<file path="src/rtl/cnn_pkg.sv">
// cnn_pkg: shared CNN datapath constants, pixel type and counter width helper
package cnn_pkg;
  localparam int DATA_W = 16;
  localparam int WIN_K = 3;
  localparam int WIN_TAPS = WIN_K * WIN_K;
  typedef logic signed [DATA_W-1:0] pix_t;
  function automatic int cnt_w(input int n);
    return (n > 1) ? $clog2(n) : 1;
  endfunction
endpackage

</file>
<file path="src/rtl/line_buffer.sv">
// line_buffer: circular RAM delaying din by exactly DEPTH enabled cycles
// Ports: clk; en advances the line; din in; dout = din from DEPTH enables ago.
module line_buffer #(
  parameter int DEPTH = 28,
  parameter int DATA_W = 16
) (
  input  logic              clk,
  input  logic              en,
  input  logic [DATA_W-1:0] din,
  output logic [DATA_W-1:0] dout
);
  import cnn_pkg::cnt_w;
  localparam int PW = cnt_w(DEPTH);
  logic [DATA_W-1:0] mem [DEPTH];
  logic [PW-1:0] ptr;
  assign dout = mem[ptr];
  // The >= wrap lets an unreset pointer settle into range on its own.
  always_ff @(posedge clk)
    if (en) begin
      mem[ptr] <= din;
      ptr <= (ptr >= PW'(DEPTH - 1)) ? '0 : ptr + 1'b1;
    end
endmodule

</file>
<file path="src/rtl/window_gen_3x3.sv">
// window_gen_3x3: streaming raster-order 3x3 window generator for max pooling
// Ports: clk, rst_n (async, active-low); valid_in/sof/pix_in raster input;
// win0..win8 row-major taps (win8 = newest pixel) with one-cycle valid_out.
// Macro WIN_GEN_STATUS_EN adds frame_done pulse and saturating 16-bit win_count.
module window_gen_3x3 #(
  parameter int DATA_W = cnn_pkg::DATA_W,
  parameter int IMG_W = 28,
  parameter int IMG_H = 28,
  parameter int STRIDE = 1
) (
  input  logic                     clk,
  input  logic                     rst_n,
  input  logic                     valid_in,
  input  logic                     sof,
  input  logic signed [DATA_W-1:0] pix_in,
  output logic signed [DATA_W-1:0] win0,
  output logic signed [DATA_W-1:0] win1,
  output logic signed [DATA_W-1:0] win2,
  output logic signed [DATA_W-1:0] win3,
  output logic signed [DATA_W-1:0] win4,
  output logic signed [DATA_W-1:0] win5,
  output logic signed [DATA_W-1:0] win6,
  output logic signed [DATA_W-1:0] win7,
  output logic signed [DATA_W-1:0] win8,
`ifdef WIN_GEN_STATUS_EN
  output logic                     frame_done,
  output logic [15:0]              win_count,
`endif
  output logic                     valid_out
);
  import cnn_pkg::*;
  localparam int CW = cnt_w(IMG_W);
  localparam int RW = cnt_w(IMG_H);
  logic [CW-1:0] col, cur_c;
  logic [RW-1:0] row, cur_r;
  logic cph, rph, cur_cph, cur_rph, start, col_last, row_last, emit;
  logic signed [DATA_W-1:0] lb1_out, lb2_out;
  logic signed [DATA_W-1:0] top_h [2], mid_h [2], bot_h [2];
  logic signed [DATA_W-1:0] win_r [WIN_TAPS];
  line_buffer #(.DEPTH(IMG_W), .DATA_W(DATA_W)) u_lb1 (.clk(clk), .en(valid_in), .din(pix_in), .dout(lb1_out));
  line_buffer #(.DEPTH(IMG_W), .DATA_W(DATA_W)) u_lb2 (.clk(clk), .en(valid_in), .din(lb1_out), .dout(lb2_out));
  // cph/rph hold the column/row parity so STRIDE=2 needs no modulo.
  always_comb begin
    start = valid_in && sof;
    cur_c = start ? '0 : col;
    cur_r = start ? '0 : row;
    cur_cph = !start && cph;
    cur_rph = !start && rph;
    col_last = cur_c == CW'(IMG_W - 1);
    row_last = cur_r == RW'(IMG_H - 1);
    emit = valid_in && cur_r >= RW'(2) && cur_c >= CW'(2) && (STRIDE == 1 || (!cur_rph && !cur_cph));
  end
  always_ff @(posedge clk or negedge rst_n)
    if (!rst_n) begin
      col <= '0;
      row <= '0;
      cph <= 1'b0;
      rph <= 1'b0;
      valid_out <= 1'b0;
      win_r <= '{default: '0};
    end else begin
      valid_out <= emit;
      if (valid_in) begin
        col <= col_last ? '0 : cur_c + 1'b1;
        cph <= !col_last && !cur_cph;
        row <= col_last ? (row_last ? '0 : cur_r + 1'b1) : cur_r;
        rph <= col_last ? (!row_last && !cur_rph) : cur_rph;
      end
      if (emit)
        win_r <= '{top_h[0], top_h[1], lb2_out, mid_h[0], mid_h[1], lb1_out, bot_h[0], bot_h[1], pix_in};
    end
  always_ff @(posedge clk)
    if (valid_in) begin
      top_h <= '{top_h[1], lb2_out};
      mid_h <= '{mid_h[1], lb1_out};
      bot_h <= '{bot_h[1], pix_in};
    end
`ifdef WIN_GEN_STATUS_EN
  always_ff @(posedge clk or negedge rst_n)
    if (!rst_n) begin
      frame_done <= 1'b0;
      win_count <= '0;
    end else begin
      frame_done <= valid_in && col_last && row_last;
      win_count <= start ? '0 : (valid_out && win_count != 16'hFFFF) ? win_count + 1'b1 : win_count;
    end
`endif
  assign {win0, win1, win2, win3, win4, win5, win6, win7, win8} =
    {win_r[0], win_r[1], win_r[2], win_r[3], win_r[4], win_r[5], win_r[6], win_r[7], win_r[8]};
endmodule
</file>
<file path="config.mk">
export PLATFORM = sky130hd
export DESIGN_NAME = window_gen_3x3
export DESIGN_NICKNAME = d
export VERILOG_FILES = /design/src/rtl/cnn_pkg.sv /design/src/rtl/line_buffer.sv /design/src/rtl/window_gen_3x3.sv
export SDC_FILE = /design/constraint.sdc
export NUM_CORES = 1
export LEC_CHECK = 0
export ABC_AREA = 1
export BUFFER_PORTS_ARGS = -buffer_cell sky130_fd_sc_hd__buf_2
export CORE_MARGIN = 5
export CORE_UTILIZATION = 33
export DETAILED_ROUTE_END_ITERATION = 12
export PLACE_DENSITY = 0.46
export SLEW_MARGIN = 30
export SYNTH_ARGS = -nofsm -noshare
export SYNTH_HDL_FRONTEND = slang
export SYNTH_HIERARCHICAL = 1
export SYNTH_SLANG_ARGS = --single-unit
</file>
<file path="constraint.sdc">
create_clock -name clk -period 2.4 [get_ports clk]
set_input_delay 0.6 -clock clk [delete_from_list [all_inputs] [get_ports clk]]
set_output_delay 0.6 -clock clk [all_outputs]
set_load 0.02 [all_outputs]
</file>
==> flow_summary_export.csv, run 1 <==
group,metric,value,unit
outcome,outcome,"completed",
worst_setup_path,worst-path-stages,14,
clock_tree,clock_sinks,1167,
worst_setup_path,crit_path_end_kind,"flip-flop",
clock_tree,worstSkewPairLatency,0.75,ns
yosys,synth_common_cells,"nand2_1, edfxtp_1, nand3_1",
clock_tree,clkTransAtPathRegs,0.06,ns
route,dr.first_iter.drc_count,2197,
min_path,hold_depth,3,
yosys,syn_area,0.04774,mm^2
clock_tree,clockRootBuffer,"clkbuf_16",
sta,finalHoldViolations,0,
worst_setup_path,crit_chain,"inv_8 > buf_16 > buf_12 > nand2_1 > nand3_1 > nand3_1 > nand2_1 > nand2_1 > nand2_1 > nand2_1 > nand2_1 > buf_12 > nand3_1 > nand2_1",
sta,finalCritPeriodShare,0.9330,
worst_setup_path,crit_top_cell,"nand2_1",
sta,setup_viol,0,
placed_design,place_congestion,0.7855,
yosys,synth_flop_cell,"edfxtp_1",
finish,area_growth,19.16,%
flow_run,drv_cap,0,
floorplan,ios,165,
worst_setup_path,worstPathArrival,2.92,ns
yosys,synth_top_cell_area_share,0.6303,
worst_setup_path,critPathLaunchType,"flip-flop",
clock_tree,cts_tree,"built",
floorplan,die-area,0.1524,mm^2
finish,drive_above_1_share,0.1289,
pwr,ir_drop,0.7603,mV
placed_design,port_buffers,164,
yosys,ys_ff_latch,1167,
yosys,yosysUniqueCellTypes,30,
worst_setup_path,critical_path_required,3.08,ns
yosys,seq_area_frac_synth,0.7158,
sta,worst_slew_pin_slew,0.8203,ns
clock_tree,post_cts_buffers,0,
worst_setup_path,crit_family,"simple AND/OR/NAND/NOR gates",
yosys,synthCells,4301,
yosys,async_flop_share,0.1328,
worst_setup_path,setup.worst_path.class,"flip-flop to flip-flop",
pwr,leakage,23.50,nW
grt,grt_pass1_wl,198700,um
route,vias,31115,
clock_tree,cts_made_buffers,131,
worst_setup_path,slowest_stage,"dfxtp_4",
yosys,synth_top_area_cell,"edfxtp_1",
floorplan,initial_utilization,0.3323,
placed_design,dp_hpwl,79210,um
route,routed_wl,132600,um
route,routedWlPerCell,20.11,um
yosys,synthTopCellsByArea,"edfxtp_1, nand2_1, dfrtp_1",
finish,fin_nets,4615,
route,ant_nets,0,
sta,rsz0062_at_grt,"no",
worst_setup_path,critPathBufInv,4,
grt,overflow,0,
worst_setup_path,max_stage_delay,0.41,ns
yosys,synth_edf_count,1002,
sta,finalCriticalPeriod,2.239,ns
clock_tree,clk_path_buf_depth,3,
route,via_per_inst,4.719,
yosys,yosysMostFrequentCell,"nand2_1",
sta,layout_setup_ws,0.1608,ns
grt,antenna_found_initial,1,
sta,finClkSkew,0.02696,ns
yosys,synth_warnings,6,
worst_setup_path,cp_max_fo,30,
grt,grt.total_usage,0.1723,
route,firstDrtPassIters,6,
grt,first_global_vias,30127,
yosys,synth_nets,4331,
sta,fmaxAchievable,446.6,MHz
pwr,finalPower,52.83,mW
route,drc,0,
placed_design,dp_slack,0.09352,ns
yosys,avgSynthCellArea,11.10,um^2
floorplan,rows,139,
clock_tree,h-tree-depth,4,
sta,drv_slew,0,
floorplan,die_h,390.3,um
sta,finalSetupTns,0,ns
pwr,p_per_area,928.8,mW/mm^2
floorplan,die_width,390.3,um
worst_setup_path,rr_worst_depth,14,
grt,grt_max_degree,107,
sta,max_slew_margin,0.4532,
floorplan,core,0.1437,mm^2
min_path,min_path_type,"primary input to flip-flop",
## state kept, by name, indices dropped and copies added (netlist names), 32 cells and up, named ones only
signal,cells
top_h,32
mid_h,32
u_lb2/mem,448
bot_h,32
u_lb1/mem,448
## path summary, 6_finish.rpt
check                             to  startpoint  slack [ns]
setup / recovery             win5[8]   flip-flop        0.16
hold / removal             flip-flop    valid_in        0.21
setup reg to reg             win5[8]   flip-flop        0.16
hold reg to reg            mid_h[22]    mid_h[6]        0.45
max in group asynchronous    win4[5]       rst_n        1.32
min in group asynchronous     col[2]       rst_n        0.38
## worst register-to-register path, stage by stage, from the launching register on
cell,delay (ns)
dfxtp_4,0.41
inv_8,0.16
buf_16,0.21
buf_12,0.19
nand2_1,0.05
nand3_1,0.06
nand3_1,0.08
nand2_1,0.15
nand2_1,0.07
nand2_1,0.13
nand2_1,0.10
nand2_1,0.14
buf_12,0.21
nand3_1,0.14
nand2_1,0.08
## per-stage QoR
step                instance area (um^2)  std cells  hold WS (ns)  utilization
finish                             56880       6594        0.2119       0.3960
global placement                   52750       6353        0.4339       0.3672
CTS                                56810       6588        0.1369       0.3955
floorplan                          47740       4301        0.3044            -
detailed placement                 52750       6353        0.4335       0.3672
global route                       56870       6589        0.1811       0.3959
## routing by layer
layer | wire [um] | GRT usage
met1 | 61620 | 0.2446
met2 | 61660 | 0.2755
met3 | 6521 | 0.02911
met4 | 2821 | 0.04583
met5 | 0 | 0
## cell families after synthesis
kind of cell | after synthesis | share of synthesized area
buf+inv | 570 | 0.05580
flops | 1167 | 0.7158
simple gates | 2363 | 0.2043
xor+xnor | 4 | 0.0007338
compound gates | 187 | 0.02081
fa+ha+maj | 10 | 0.002621
## final cells by class
type,instances,area [um^2]
Fill cell,13917,86770
Inverter,331,1260
Sequential cell,1167,34190
Clock inverter,54,457.9
Clock buffer,180,3597
Tap cell,1903,2381
Timing Repair Buffer,390,4031
Antenna cell,5,12.51
Multi-Input combinational cell,2564,10960
## cell usage in the layout (no fill, tap or decap), types with 7 or more instances in the layout
| master | n |
|---|---|
| nand2_1 | 1381 |
| edfxtp_1 | 1002 |
| nand3_1 | 653 |
| inv_1 | 321 |
| nor2_1 | 298 |
| buf_2 | 162 |
| dfrtp_1 | 155 |
| clkbuf_16 | 136 |
| buf_12 | 112 |
| buf_4 | 108 |
| o21ai_1 | 85 |
| o21ai_0 | 73 |
| clkbuf_1 | 40 |
| clkinv_1 | 22 |
| o211ai_1 | 20 |
| clkinv_2 | 16 |
| or2_2 | 12 |
| ha_1 | 10 |
| nor2_2 | 10 |
| inv_6 | 7 |
## timing repair
item / CTS / global route
endpoints found under the hold margin: 39 / 0
hold buffers: 1 / 0
endpoints found under the setup margin: 0 / 6
resized for setup: 0 / 5
## where the power goes
group	leakage (nW)	internal, mW	switching (mW)
Clock	1.98	11.1	8.03
Sequential	11.4	23.8	0.298
Combinational	10.1	2.76	6.91
Power figures use the tool's default switching activity.
==> inputs of run 2 (changes only) <==
==> constraint.sdc (replaced) <==
create_clock -name clk -period 2.4 [get_ports clk]
set_input_delay 0.48 -clock clk [delete_from_list [all_inputs] [get_ports clk]]
set_output_delay 0.48 -clock clk [all_outputs]
set_load 0.02 [all_outputs]
==> flow_summary_export.csv, run 2 (synthesis gave the netlist of run 1 again) <==
group,metric,value,unit
floorplan,ios,165,
grt,grt_max_degree,104,
route,vias,30932,
placed_design,place_area,0.05274,mm^2
worst_setup_path,crit_chain,"inv_6 > buf_12 > buf_12 > nand2_1 > nand3_1 > nand3_1 > nand2_1 > nand2_1 > nand3_1 > nand2_1 > buf_12",
finish,most-common-layout-cells,"nand2_1, edfxtp_1, nand3_1",
sta,finClkSkew,0.03105,ns
placed_design,dp_hpwl,78840,um
grt,antenna_found_initial,4,
clock_tree,h-tree-depth,4,
route,routed_wl,130800,um
clock_tree,clkTransAtPathRegs,0.06,ns
sta,setup_viol,0,
min_path,min_path_type,"primary input to flip-flop",
clock_tree,cts_tree,"built",
floorplan,die_width,390.3,um
sta,finalHoldViolations,0,
floorplan,die_h,390.3,um
worst_setup_path,max_stage_delay,0.41,ns
grt,first_global_vias,30098,
sta,finalSetupTns,0,ns
finish,final_common_cell,"nand2_1",
clock_tree,cts_made_buffers,130,
grt,grt_pass1_wl,197000,um
pwr,p_per_area,931.4,mW/mm^2
route,ant_nets,0,
pwr,leakage,23.54,nW
worst_setup_path,setup.worst_path.class,"flip-flop to flip-flop",
worst_setup_path,critPathLaunchType,"flip-flop",
worst_setup_path,crit_family,"simple AND/OR/NAND/NOR gates",
worst_setup_path,crit_top_cell,"nand2_1",
finish,fin_nets,4618,
sta,worst_slew_pin_slew,0.8665,ns
clock_tree,clock_sinks,1167,
worst_setup_path,cp_max_fo,16,
route,drc,0,
flow_run,drv_cap,0,
finish,design_area,0.05694,mm^2
sta,drv_slew,0,
sta,finalCritPeriodShare,0.9468,
route,via_per_inst,4.686,
floorplan,rows,139,
finish,register_area,0.03419,mm^2
grt,overflow,0,
worst_setup_path,slowest_stage,"dfxtp_4",
worst_setup_path,critical_path_required,2.88,ns
finish,multi_input_area,0.01096,mm^2
clock_tree,clk_path_buf_depth,3,
route,dr.first_iter.drc_count,2170,
worst_setup_path,crit_path_end_kind,"flip-flop",
finish,top_regs,"u_lb1/mem x448, u_lb2/mem x448",
finish,fillers,13908,
clock_tree,clockRootBuffer,"clkbuf_16",
worst_setup_path,critPathBufInv,4,
finish,drive_above_1_share,0.1310,
route,firstDrtPassIters,7,
clock_tree,worstSkewPairLatency,0.76,ns
pwr,ir_drop,0.7232,mV
floorplan,initial_utilization,0.3323,
route,routedWlPerCell,19.82,um
sta,fmaxAchievable,440.1,MHz
finish,final_util,0.3964,
grt,grt.total_usage,0.1703,
worst_setup_path,worstPathArrival,2.75,ns
floorplan,die-area,0.1524,mm^2
outcome,outcome,"completed",
sta,rsz0062_at_grt,"no",
floorplan,core,0.1437,mm^2
placed_design,place_congestion,0.7820,
placed_design,port_buffers,164,
finish,area_growth,19.29,%
sta,finalCriticalPeriod,2.272,ns
sta,max_slew_margin,0.4224,
run 2: cell count changes in the layout (fill, tap and decap cells not counted), moves of 3 or more:
cell and delta:
clkbuf_8 +5, buf_4 +7, clkbuf_1 +3, clkinv_1 -4
buf_16 -4
run 2: metrics by stage:
stage | power [mW] | setup WS (ns) | hold WS, ns | instances
2_1_floorplan | 29.42 | 0.2403 | 0.1844 | 4301
3_3_place_gp | 34.23 | 0.1289 | 0.4157 | 6357
3_5_place_dp | 34.24 | 0.1079 | 0.4092 | 6357
4_1_cts | 53.79 | 0.09283 | 0.1135 | 6597
5_1_grt | 55.38 | 0.0007225 | 0.1620 | 6598
6_report | 53.04 | 0.1276 | 0.1890 | 6601
run 2: repair_timing:
action	4_1_cts	5_1_grt
buffers inserted	0	0
endpoints found under the hold margin	135	0
setup endpoints to repair	0	52
hold buffers	1	0
resized for setup	0	1
run 2: power breakdown:
| part | leakage (nW) | switching [mW] | total (mW) | internal, mW |
|---|---|---|---|---|
| sequential | 11.4 | 0.290 | 24.1 | 23.8 |
| clock | 2.03 | 8.08 | 19.4 | 11.3 |
| combinational | 10.1 | 6.86 | 9.58 | 2.72 |
run 2: worst min-delay path, stage by stage:
cell and delay (ns):
buf_2 0.13, nand2_4 0.12, nand2_1 0.09, xor2_1 0.06
run 2: final timing paths:
| path | startpoint | endpoint | slack [ns] | cells past startpoint |
|---|---|---|---|---|
| max in group asynchronous | rst_n | win5[10] | 1.58 | 3 |
| worst max-delay path | flip-flop | u_lb2/mem[11][4] | 0.13 | 11 |
| min in group asynchronous | rst_n | win6[0] | 0.20 | 2 |
| worst max register to register | flip-flop | u_lb2/mem[11][4] | 0.13 | 11 |
| worst min-delay path | sof | row[1] | 0.19 | 4 |
| worst min register to register | mid_h[11] | mid_h[27] | 0.45 | 0 |
run 2: area by class of cell:
class / instances / area share
antenna: 3 / 0.0001318
clock buffer: 189 / 0.06502
clock inverter: 50 / 0.007998
inverter: 331 / 0.02208
multi-input combinational: 2564 / 0.1925
sequential: 1167 / 0.6004
tap: 1903 / 0.04181
timing repair buffer: 394 / 0.07014
run 2: metal layers:
metal	global-route usage	up-vias	routed length (um)
met3	0.02694	163	5701
met2	0.2694	643	59900
li1	-	15006	-
met4	0.04195	0	2494
met1	0.2469	15120	62750
met5	0	-	0
==> inputs of run 3 (changes only) <==
--- a/config.mk
+++ b/config.mk
@@ -5,7 +5,6 @@
 export SDC_FILE = /design/constraint.sdc
 export NUM_CORES = 1
 export LEC_CHECK = 0
-export ABC_AREA = 1
 export BUFFER_PORTS_ARGS = -buffer_cell sky130_fd_sc_hd__buf_2
 export CORE_MARGIN = 5
 export CORE_UTILIZATION = 33
==> flow_summary_export.csv, run 3 <==
group,metric,value,unit
route,via_per_inst,4.980,
yosys,synthTopCellsByArea,"edfxtp_1, dfrtp_1, mux2i_1",
min_path,min_path_type,"primary input to flip-flop",
worst_setup_path,setup.worst_path.class,"flip-flop to flip-flop",
sta,finClkSkew,0.03146,ns
sta,worst_slew_pin_slew,0.8745,ns
route,wl_met1,51520,um
yosys,synthCells,2334,
sta,fmaxAchievable,416.9,MHz
outcome,outcome,"completed",
route,routed_wl,122500,um
worst_setup_path,crit_path_end_kind,"flip-flop",
floorplan,rows,135,
placed_design,place_congestion,0.8036,
yosys,yosysUniqueCellTypes,51,
clock_tree,clkTransAtPathRegs,0.07,ns
grt,grt.total_usage,0.1679,
yosys,synth_top_cell_area_share,0.6713,
pwr,pwr-share-comb,0.248,
yosys,yosysMostFrequentCell,"edfxtp_1",
route,ant_nets,0,
finish,fillers,12059,
worst_setup_path,critPathLaunchType,"flip-flop",
worst_setup_path,cp_max_fo,5,
yosys,synth_flop_cell,"edfxtp_1",
yosys,avgSynthCellArea,19.20,um^2
clock_tree,worstSkewPairLatency,0.72,ns
yosys,synth_edf_count,1002,
yosys,synth_nets,2364,
yosys,synth_top_area_cell,"edfxtp_1",
floorplan,die_width,378.5,um
worst_setup_path,critical_path_required,2.99,ns
floorplan,die_h,378.5,um
floorplan,initial_utilization,0.3313,
pwr,power_switching,17.56,mW
pwr,ir_drop,0.7729,mV
grt,first_global_vias,23953,
pwr,p_clk_frac,0.309,
yosys,synth_common_cells,"edfxtp_1, mux2i_1, dfrtp_1",
sta,finalCriticalPeriod,2.399,ns
pwr,seqPwrFrac,0.443,
floorplan,die-area,0.1433,mm^2
placed_design,port_buffers,164,
clock_tree,h-tree-depth,3,
route,route.met3.wl,5704,um
sta,setup_viol,0,
placed_design,dp_hpwl,76110,um
yosys,async_flop_share,0.1328,
grt,antenna_found_initial,3,
finish,final_common_cell,"edfxtp_1",
pwr,leakage,19.51,nW
yosys,seq_area_frac_synth,0.7623,
pwr,p_per_area,1093,mW/mm^2
worst_setup_path,worstPathArrival,2.99,ns
sta,finalHoldViolations,0,
yosys,ys_ff_latch,1167,
yosys,syn_area,0.04482,mm^2
grt,grt_pass1_wl,173000,um
route,wl_met2,61610,um
route,drc,0,
clock_tree,clock_sinks,1167,
route,vias,23351,
route,routedWlPerCell,26.13,um
finish,top_regs,"u_lb1/mem x448, u_lb2/mem x448",
route,firstDrtPassIters,5,
finish,fin_nets,2830,
floorplan,core,0.1353,mm^2
finish,area_growth,22.94,%
clock_tree,clockRootBuffer,"clkbuf_16",
finish,drive_above_1_share,0.3162,
route,routed.top_layer,"met4",
sta,rsz0062_at_grt,"yes",
route,dr.first_iter.drc_count,1720,
finish,most-common-layout-cells,"edfxtp_1, mux2i_1, buf_4",
sta,finalSetupTns,0,ns
sta,drv_slew,0,
floorplan,ios,165,
pwr,swShare,0.2917,
grt,overflow,0,
sta,whs,0.2260,ns
yosys,synth_warnings,6,
sta,max_slew_margin,0.4170,
clock_tree,clk_path_buf_depth,3,
pwr,internal_power,42.64,mW
sta,finalCritPeriodShare,0.9994,
flow_run,drv_cap,0,
grt,grt_max_degree,61,
clock_tree,cts_made_buffers,119,
clock_tree,cts_tree,"built",
-- run 3: power by group through the flow --
stage	Clock, mW	Combinational, mW	Sequential (mW)
after global routing	19.9	15.8	26.9
after floorplan	0	5.75	28.2
final	18.6	14.9	26.7
after detailed placement	0	13.5	27.2
after global placement	0	13.3	27.1
after CTS	19.1	14.4	26.7
-- run 3: path summary, 6_finish.rpt --
kind	from	end	slack, ns	cells past startpoint
min	valid_in	row[4]	0.23	4
max in group asynchronous	rst_n	win6[11]	1.43	3
min reg2reg	bot_h[8]	bot_h[24]	0.44	0
max	flip-flop	win5[0]	0.001	8
min in group asynchronous	rst_n	col[4]	0.27	2
max reg2reg	flip-flop	win5[0]	0.001	8
-- run 3: kinds of logic (layout without fill, tap and decap cells) --
kind of cell / Yosys count / count (layout) / synth area share
compound gates: 179 / 182 / 0.02713
buf+inv: 133 / 702 / 0.02032
mux: 530 / 530 / 0.1541
fa+ha+maj: 10 / 10 / 0.002792
other cells: 0 / 2 / 0
flops: 1167 / 1167 / 0.7623
simple gates: 311 / 311 / 0.03255
xor+xnor: 4 / 4 / 0.0007816
-- run 3: final cells by class --
type                    count  area [um^2]  share of cell area
clock inverters            60        579.3             0.01051
well taps                1781         2228             0.04044
clock buffers             167         3373             0.06122
inverters                  11        41.29           0.0007493
multi-input cells        1037        10140              0.1840
diodes                      2        5.005          0.00009083
repair buffers            464         4551             0.08259
flip-flops and latches   1167        34190              0.6205
-- run 3: repair_timing --
| item | CTS | global route |
|---|---|---|
| endpoints found under the hold margin | 37 | 0 |
| resized for setup | 39 | 32 |
| hold buffers | 1 | 0 |
| setup buffers | 25 | 26 |
| pin swaps | 7 | 6 |
| cloned | 5 | 7 |
| endpoints found under the setup margin | 383 | 213 |
-- run 3: worst max-delay path, cell delays in order (launching register included) --
cell	delay (ns)
dfxtp_4	0.41
buf_6	0.15
mux4_1	0.54
mux2_4	0.27
o22ai_2	0.15
buf_6	0.18
a211oi_4	0.09
buf_12	0.19
mux2_4	0.25
-- run 3: metrics by stage --
stage | worst slack (ns) | instance area, um^2 | total power, mW | utilization | instances
floorplan | 0.007893 | 44900 | 33.95 | - | 2334
global placement | -0.2894 | 50060 | 40.48 | 0.3700 | 4400
detailed placement | -0.2781 | 50060 | 40.76 | 0.3700 | 4400
CTS | 0.002159 | 54560 | 60.24 | 0.4033 | 4656
global route | -0.04421 | 55100 | 62.63 | 0.4072 | 4687
finish | 0.001342 | 55100 | 60.20 | 0.4073 | 4689
-- run 3: metal layers --
| metal | vias up | track usage |
|---|---|---|
| li1 | 10233 | - |
| met1 | 12372 | 0.2160 |
| met2 | 572 | 0.2901 |
| met3 | 174 | 0.03186 |
| met4 | 0 | 0.04872 |
| met5 | - | 0 |
